[config.mk]
export PLATFORM = sky130hd
export DESIGN_NAME = cardinal_router_buffered
export DESIGN_NICKNAME = d
export VERILOG_FILES = /design/src/rtl/router_pkg.sv /design/src/rtl/router_fifo.sv /design/src/rtl/cardinal_router_buffered.sv
export SDC_FILE = /design/constraint.sdc
export NUM_CORES = 2
export LEC_CHECK = 0
export CAP_MARGIN = 30
export CORE_MARGIN = 4
export CORE_UTILIZATION = 45
export DETAILED_ROUTE_END_ITERATION = 6
export PLACE_DENSITY = 0.78
export SETUP_SLACK_MARGIN = 0.2
export SLEW_MARGIN = 40
export SYNTH_ARGS = -nofsm -noshare
export SYNTH_HDL_FRONTEND = slang
export SYNTH_HIERARCHICAL = 1
export SYNTH_SLANG_ARGS = --single-unit
[constraint.sdc]
create_clock -name clk -period 12.5 [get_ports clk]
set_clock_uncertainty 0.05 [all_clocks]
set_input_delay 2.5 -clock clk [delete_from_list [all_inputs] [get_ports clk]]
set_output_delay 2.5 -clock clk [all_outputs]
set_load 0.05 [all_outputs]
[src/rtl/router_pkg.sv]
// Shared definitions for the buffered cardinal router: port indices,
// hop-field representation and the XY routing helpers.
package router_pkg;

  localparam int N_PORTS = 5;
  localparam int P_PE    = 0;
  localparam int P_UP    = 1;
  localparam int P_DOWN  = 2;
  localparam int P_LEFT  = 3;
  localparam int P_RIGHT = 4;

  // Hop fields are sign-extended to this width before routing, so HOP_W
  // must not exceed it.
  localparam int HOP_MAX_W = 16;

  typedef logic [2:0] port_idx_t;

  typedef struct packed {
    logic signed [HOP_MAX_W-1:0] x;
    logic signed [HOP_MAX_W-1:0] y;
  } hops_t;

  localparam logic signed [HOP_MAX_W-1:0] HOP_ZERO = HOP_MAX_W'(0);
  localparam logic signed [HOP_MAX_W-1:0] HOP_ONE  = HOP_MAX_W'(1);

  // XY routing: finish the X leg first, then Y, then deliver locally.
  function automatic port_idx_t route_sel(input hops_t h);
    port_idx_t sel;
    if (h.x > HOP_ZERO) begin
      sel = port_idx_t'(P_RIGHT);
    end else if (h.x < HOP_ZERO) begin
      sel = port_idx_t'(P_LEFT);
    end else if (h.y > HOP_ZERO) begin
      sel = port_idx_t'(P_DOWN);
    end else if (h.y < HOP_ZERO) begin
      sel = port_idx_t'(P_UP);
    end else begin
      sel = port_idx_t'(P_PE);
    end
    return sel;
  endfunction

  // Move the hop field being consumed one step toward zero. Stepping toward
  // zero can never overflow, so even the most negative value is safe.
  function automatic hops_t hop_adjust(input hops_t h);
    hops_t r;
    r = h;
    if (h.x > HOP_ZERO) begin
      r.x = h.x - HOP_ONE;
    end else if (h.x < HOP_ZERO) begin
      r.x = h.x + HOP_ONE;
    end else if (h.y > HOP_ZERO) begin
      r.y = h.y - HOP_ONE;
    end else if (h.y < HOP_ZERO) begin
      r.y = h.y + HOP_ONE;
    end
    return r;
  endfunction

  // Cyclic successor over the five port indices.
  function automatic port_idx_t next_port(input port_idx_t p);
    return (p == port_idx_t'(N_PORTS - 1)) ? port_idx_t'(0) : p + port_idx_t'(1);
  endfunction

endpackage

[src/rtl/router_fifo.sv]
// Per-input flit FIFO with occupancy counter; empties on asynchronous reset.
module router_fifo #(
  parameter int DATA_W = 64,
  parameter int DEPTH  = 4
) (
  input  logic              clk,
  input  logic              reset,
  input  logic              push,
  input  logic              pop,
  input  logic [DATA_W-1:0] din,
  output logic [DATA_W-1:0] dout,
  output logic              full,
  output logic              empty
);

  localparam int PTR_W = $clog2(DEPTH);
  localparam int CNT_W = $clog2(DEPTH + 1);

  logic [DATA_W-1:0] mem [DEPTH];
  logic [PTR_W-1:0]  wrPtr_q, wrPtr_d;
  logic [PTR_W-1:0]  rdPtr_q, rdPtr_d;
  logic [CNT_W-1:0]  count_q, count_d;
  logic              pushEn;
  logic              popEn;

  assign full   = (count_q == CNT_W'(DEPTH));
  assign empty  = (count_q == '0);
  assign pushEn = push && !full;
  assign popEn  = pop && !empty;
  assign dout   = mem[rdPtr_q];

  // Pointer and occupancy next-state; DEPTH is a power of two so the
  // pointers wrap naturally.
  always_comb begin
    wrPtr_d = wrPtr_q;
    rdPtr_d = rdPtr_q;
    count_d = count_q;
    if (pushEn) begin
      wrPtr_d = wrPtr_q + PTR_W'(1);
    end
    if (popEn) begin
      rdPtr_d = rdPtr_q + PTR_W'(1);
    end
    if (pushEn && !popEn) begin
      count_d = count_q + CNT_W'(1);
    end else if (popEn && !pushEn) begin
      count_d = count_q - CNT_W'(1);
    end
  end

  // Pointer and occupancy registers; reset discards all stored flits.
  always_ff @(posedge clk or posedge reset) begin
    if (reset) begin
      wrPtr_q <= '0;
      rdPtr_q <= '0;
      count_q <= '0;
    end else begin
      wrPtr_q <= wrPtr_d;
      rdPtr_q <= rdPtr_d;
      count_q <= count_d;
    end
  end

  // Storage array; contents need no reset because occupancy guards reads.
  always_ff @(posedge clk) begin
    if (pushEn) begin
      mem[wrPtr_q] <= din;
    end
  end

endmodule

[src/rtl/cardinal_router_buffered.sv]
// Five-port buffered mesh router: input FIFOs, XY routing on FIFO heads,
// round-robin arbitration and a one-flit register per output.
module cardinal_router_buffered
  import router_pkg::*;
#(
  parameter int DATA_W = 64,
  parameter int HOP_W  = 4,
  parameter int DEPTH  = 4
) (
  input  logic                      clk,
  input  logic                      reset,
  input  logic [N_PORTS-1:0]        in_si,
  output logic [N_PORTS-1:0]        in_ri,
  input  logic [N_PORTS*DATA_W-1:0] in_di,
  output logic [N_PORTS-1:0]        out_so,
  input  logic [N_PORTS-1:0]        out_ro,
  output logic [N_PORTS*DATA_W-1:0] out_do
);

  localparam int X_MSB = DATA_W - 9;
  localparam int Y_MSB = DATA_W - 9 - HOP_W;

  logic [N_PORTS-1:0] fifoPush;
  logic [N_PORTS-1:0] fifoPop;
  logic [N_PORTS-1:0] fifoFull;
  logic [N_PORTS-1:0] fifoEmpty;
  logic [DATA_W-1:0]  headData [N_PORTS];
  logic [DATA_W-1:0]  headNext [N_PORTS];
  hops_t              headHops [N_PORTS];
  hops_t              adjHops  [N_PORTS];
  port_idx_t          headSel  [N_PORTS];
  logic [N_PORTS-1:0] outReq   [N_PORTS];
  logic [N_PORTS-1:0] outFree;
  logic [N_PORTS-1:0] grantValid;
  port_idx_t          grantIdx [N_PORTS];
  logic [N_PORTS-1:0] outValid_q, outValid_d;
  logic [DATA_W-1:0]  outData_q [N_PORTS];
  logic [DATA_W-1:0]  outData_d [N_PORTS];
  port_idx_t          rrPtr_q   [N_PORTS];
  port_idx_t          rrPtr_d   [N_PORTS];

  // Ready reflects occupancy only, so a full FIFO refuses a push even when
  // it is popped on the same edge.
  assign in_ri    = ~fifoFull & {N_PORTS{~reset}};
  assign fifoPush = in_si & in_ri;

  for (genvar k = 0; k < N_PORTS; k++) begin : g_fifo
    router_fifo #(
      .DATA_W (DATA_W),
      .DEPTH  (DEPTH)
    ) u_fifo (
      .clk   (clk),
      .reset (reset),
      .push  (fifoPush[k]),
      .pop   (fifoPop[k]),
      .din   (in_di[k*DATA_W +: DATA_W]),
      .dout  (headData[k]),
      .full  (fifoFull[k]),
      .empty (fifoEmpty[k])
    );
  end

  // Decode each FIFO head's hop fields, pick its output and prepare the
  // flit as it will leave, with the consumed hop stepped toward zero.
  always_comb begin
    for (int k = 0; k < N_PORTS; k++) begin
      headHops[k].x = HOP_MAX_W'($signed(headData[k][X_MSB -: HOP_W]));
      headHops[k].y = HOP_MAX_W'($signed(headData[k][Y_MSB -: HOP_W]));
      headSel[k]    = route_sel(headHops[k]);
      adjHops[k]    = hop_adjust(headHops[k]);
      headNext[k]   = headData[k];
      headNext[k][X_MSB -: HOP_W] = HOP_W'(adjHops[k].x);
      headNext[k][Y_MSB -: HOP_W] = HOP_W'(adjHops[k].y);
    end
  end

  // Request matrix: outReq[j][k] means non-empty head k wants output j.
  always_comb begin
    for (int j = 0; j < N_PORTS; j++) begin
      for (int k = 0; k < N_PORTS; k++) begin
        outReq[j][k] = !fifoEmpty[k] && (headSel[k] == port_idx_t'(j));
      end
    end
  end

  // Round-robin arbiters: a free output grants the first requester found
  // scanning cyclically from its pointer.
  always_comb begin
    port_idx_t scanIdx;
    scanIdx = '0;
    for (int j = 0; j < N_PORTS; j++) begin
      outFree[j]    = !outValid_q[j] || out_ro[j];
      grantValid[j] = 1'b0;
      grantIdx[j]   = rrPtr_q[j];
      scanIdx       = rrPtr_q[j];
      for (int i = 0; i < N_PORTS; i++) begin
        if (outFree[j] && !grantValid[j] && outReq[j][scanIdx]) begin
          grantValid[j] = 1'b1;
          grantIdx[j]   = scanIdx;
        end
        scanIdx = next_port(scanIdx);
      end
    end
  end

  // A head requests exactly one output, so each FIFO is popped by at most
  // one grant per cycle.
  always_comb begin
    fifoPop = '0;
    for (int j = 0; j < N_PORTS; j++) begin
      for (int k = 0; k < N_PORTS; k++) begin
        if (grantValid[j] && (grantIdx[j] == port_idx_t'(k))) begin
          fifoPop[k] = 1'b1;
        end
      end
    end
  end

  // Output register next-state: load on grant, drop on consumption,
  // otherwise hold flit and data stable under backpressure.
  always_comb begin
    for (int j = 0; j < N_PORTS; j++) begin
      outValid_d[j] = outValid_q[j] && !out_ro[j];
      outData_d[j]  = outData_q[j];
      rrPtr_d[j]    = rrPtr_q[j];
      if (grantValid[j]) begin
        outValid_d[j] = 1'b1;
        outData_d[j]  = headNext[grantIdx[j]];
        rrPtr_d[j]    = next_port(grantIdx[j]);
      end
    end
  end

  // Output registers and arbitration pointers; reset drops in-flight flits.
  always_ff @(posedge clk or posedge reset) begin
    if (reset) begin
      outValid_q <= '0;
      for (int j = 0; j < N_PORTS; j++) begin
        outData_q[j] <= '0;
        rrPtr_q[j]   <= '0;
      end
    end else begin
      outValid_q <= outValid_d;
      for (int j = 0; j < N_PORTS; j++) begin
        outData_q[j] <= outData_d[j];
        rrPtr_q[j]   <= rrPtr_d[j];
      end
    end
  end

  assign out_so = outValid_q;

  for (genvar j = 0; j < N_PORTS; j++) begin : g_out
    assign out_do[j*DATA_W +: DATA_W] = outData_q[j];
  end

endmodule

==> metrics.yaml <==
hp-class: "register to register"
io_pins: 662
dpl_cell_area_um2: 86500
cp_data_required_time_ps: 13190
yosysMostFrequentCell: "edfxtp_1"
layout.cells.non_filler: 8211
cts_tree: "yes"
die_h_um: 423
clockRootBuffer: "clkbuf_16"
outcome: "finished, final reports clean"
numClockSinks: 1655
die_x_um: 423
min_period_ps: 7750
rows: 152
async_reset_ff_frac: 0.227
numCtsBuffers: 166
port_buffers: 661
vias: 54200
hpwl_um: 187000
drv_slew: 0
post_drt_wl_per_cell_um: 34.6
drt_pass1_iterations: 7
viasPerCell: 6.60
final_nets: 6094
maxCapViolCount: 0
path_class: "register to register"
postCtsSetupBuffers: 0
fill_cells: 13400
netlist.area_leader.share: 0.496
syn_area_um2: 77500
final_cell_area_um2: 92500
gp_congestion: 0.955
hold_viol_final: 0
ant_nets: 0
clockBufferDepth: 3
drive_above_1_share: 0.146
synthToLayoutAreaGrowth_pct: 19.4
clock_latency_ps: 820
finalWirelength_um: 284000
path_max_fanout: 50
cts_hold_buffers: 0
grt_pass1_wl_um: 400000
place_inst: 7788
start_util: 0.452
yosys-top-cells-count: "edfxtp_1 (1280), mux2i_1 (516), dfrtp_1 (375)"
rsz0062_at_grt: "no"
grt_pass1_vias: 53300
ys.flop_type: "edfxtp_1"
cp-end-kind: "register"
syn_nets: 5509
grt_overflow: 0
antenna_found_initial: 119
avgSynthCellArea_um2: 15.3
setup_viol: 0
synthCells: 5069
ys_ff_latch: 1655
cts_max_level: 4
setup_tns_ps: 0
period_share: 0.620
cts_resized: 0
coreArea_um2: 171000
drt_iter0_drc: 7725
grt_max_degree: 130
whs_ps: 437
synth-edff-count: 1280
dieArea_um2: 179000
cts.clk_slew.worst_paths_ps: 70
seq_area_frac_synth: 0.617
crit_arrival_ps: 8440
yosysUniqueCellTypes: 101
max_freq_mhz: 129
track_usage: 0.313
yosysWarnings: 6
startpoint_type: "register"
worst_pin_slew_ps: 992
relSlewSlack: 0.334
drc: 0
synthTopCellsByArea: "edfxtp_1 (50%), dfrtp_1 (12%), mux4_2 (9.6%), mux2i_1 (6.7%), ha_1 (1.7%)"
synth_top_area_cell: "edfxtp_1"
==> layout make-up <==
type | count | area [um^2] | share of cell area
flip-flops and latches | 1655 | 47900 | 0.517
repair buffers | 754 | 7660 | 0.0828
clock inverters | 92 | 956 | 0.0103
multi-input cells | 2972 | 27900 | 0.301
inverters | 105 | 419 | 0.00453
clock buffers | 222 | 4630 | 0.0501
well taps | 2310 | 2890 | 0.0312
diodes | 101 | 253 | 0.00273
==> through the flow <==
step	setup slack, ps	util
after detailed placement	4630	0.505
after floorplan	527	-
after global routing	4420	0.540
final	4750	0.540
after global placement	4570	0.503
after CTS	4860	0.537
==> cell families after synthesis <==
family	Yosys count	share of synthesized area
buffers and inverters	442	0.0276
adders and majority gates	108	0.0179
and+or+nand+nor	762	0.0499
xor gates and xnor gates	47	0.00531
DFF	1655	0.617
AOI/OAI and AO/OA	1063	0.0989
muxes	992	0.184
==> layout by cell type, fill, tap and decap left out, drive strengths merged, types with 59 or more instances in the layout <==
master         synthesis  final
clkdlybuf4s50          0    658
a221o                 62     62
mux2i                517    517
dfrtp                375    375
a211o                 70     70
and3                  73     73
ha                   103    103
a22oi                 91     91
mux4                 329    329
edfxtp              1280   1280
nor2                 156    156
a21oi                125    125
nand2                249    249
inv                  104    114
o22ai                 71     71
buf                  176     96
mux2                 146    146
o21ai                220    220
o22a                  67     67
diode                  0    101
clkbuf               161    222
a31oi                 85     85
clkinv                 1     59
o2bb2ai               60     60
==> registers in the layout (all words and copies together) (netlist names) <==
name,cells
rrPtr_q,15
g_fifo.u_fifo/wrPtr_q,10
g_fifo.u_fifo/rdPtr_q,10
out_do,320
g_fifo.u_fifo/mem,1280
g_fifo.u_fifo/count_q,15
out_so,5
==> path summary, 6_finish.rpt <==
kind | from | endpoint | slack, ps | cells after the start
worst max register to register | g_fifo[4].u_fifo/rdPtr_q[0]$_DFFE_PP0P_ | g_fifo[4].u_fifo/count_q[2]$_DFFE_PP0P_ | 4750 | 21
worst min register to register | g_fifo[0].u_fifo/count_q[2]$_DFFE_PP0P_ | g_fifo[0].u_fifo/count_q[2]$_DFFE_PP0P_ | 440 | 1
worst max-delay path | g_fifo[4].u_fifo/rdPtr_q[0]$_DFFE_PP0P_ | g_fifo[4].u_fifo/count_q[2]$_DFFE_PP0P_ | 4750 | 21
min in group asynchronous | reset | g_fifo[4].u_fifo/count_q[0]$_DFFE_PP0P_ | 2210 | 3
max in group asynchronous | reset | out_do[31]$_DFFE_PP0P_ | 8800 | 5
worst min-delay path | g_fifo[0].u_fifo/count_q[2]$_DFFE_PP0P_ | g_fifo[0].u_fifo/count_q[2]$_DFFE_PP0P_ | 440 | 1
==> layer usage <==
| layer | up-vias | GRT usage | wire [um] |
|---|---|---|---|
| met2 | 3925 | 0.487 | 133000 |
| met4 | 28 | 0.256 | 27200 |
| met1 | 27500 | 0.365 | 94500 |
| li1 | 21700 | - | - |
| met3 | 1031 | 0.0822 | 29800 |
| met5 | - | 0 | 185 |
==> worst max-delay path, cell delays in order, from the launching register on <==
cell      delay (ps)
dfrtp_4          870
mux4_2           640
inv_1            150
ha_1             240
nor4b_2          530
nand2_1          420
a211oi_1         330
a211oi_1          90
o32ai_1          550
nor4b_4          480
mux2_4           560
inv_6            350
ha_1             360
a32o_1           250
or3_1            420
nand2b_1         150
ha_1             200
inv_1             70
fa_1             380
xor2_1           180
nor2_1           120
xor2_1           170
Power is left out: the tool's default activity adds up to more than one toggle a clock period on the data nets, which glitch-free logic cannot reach.
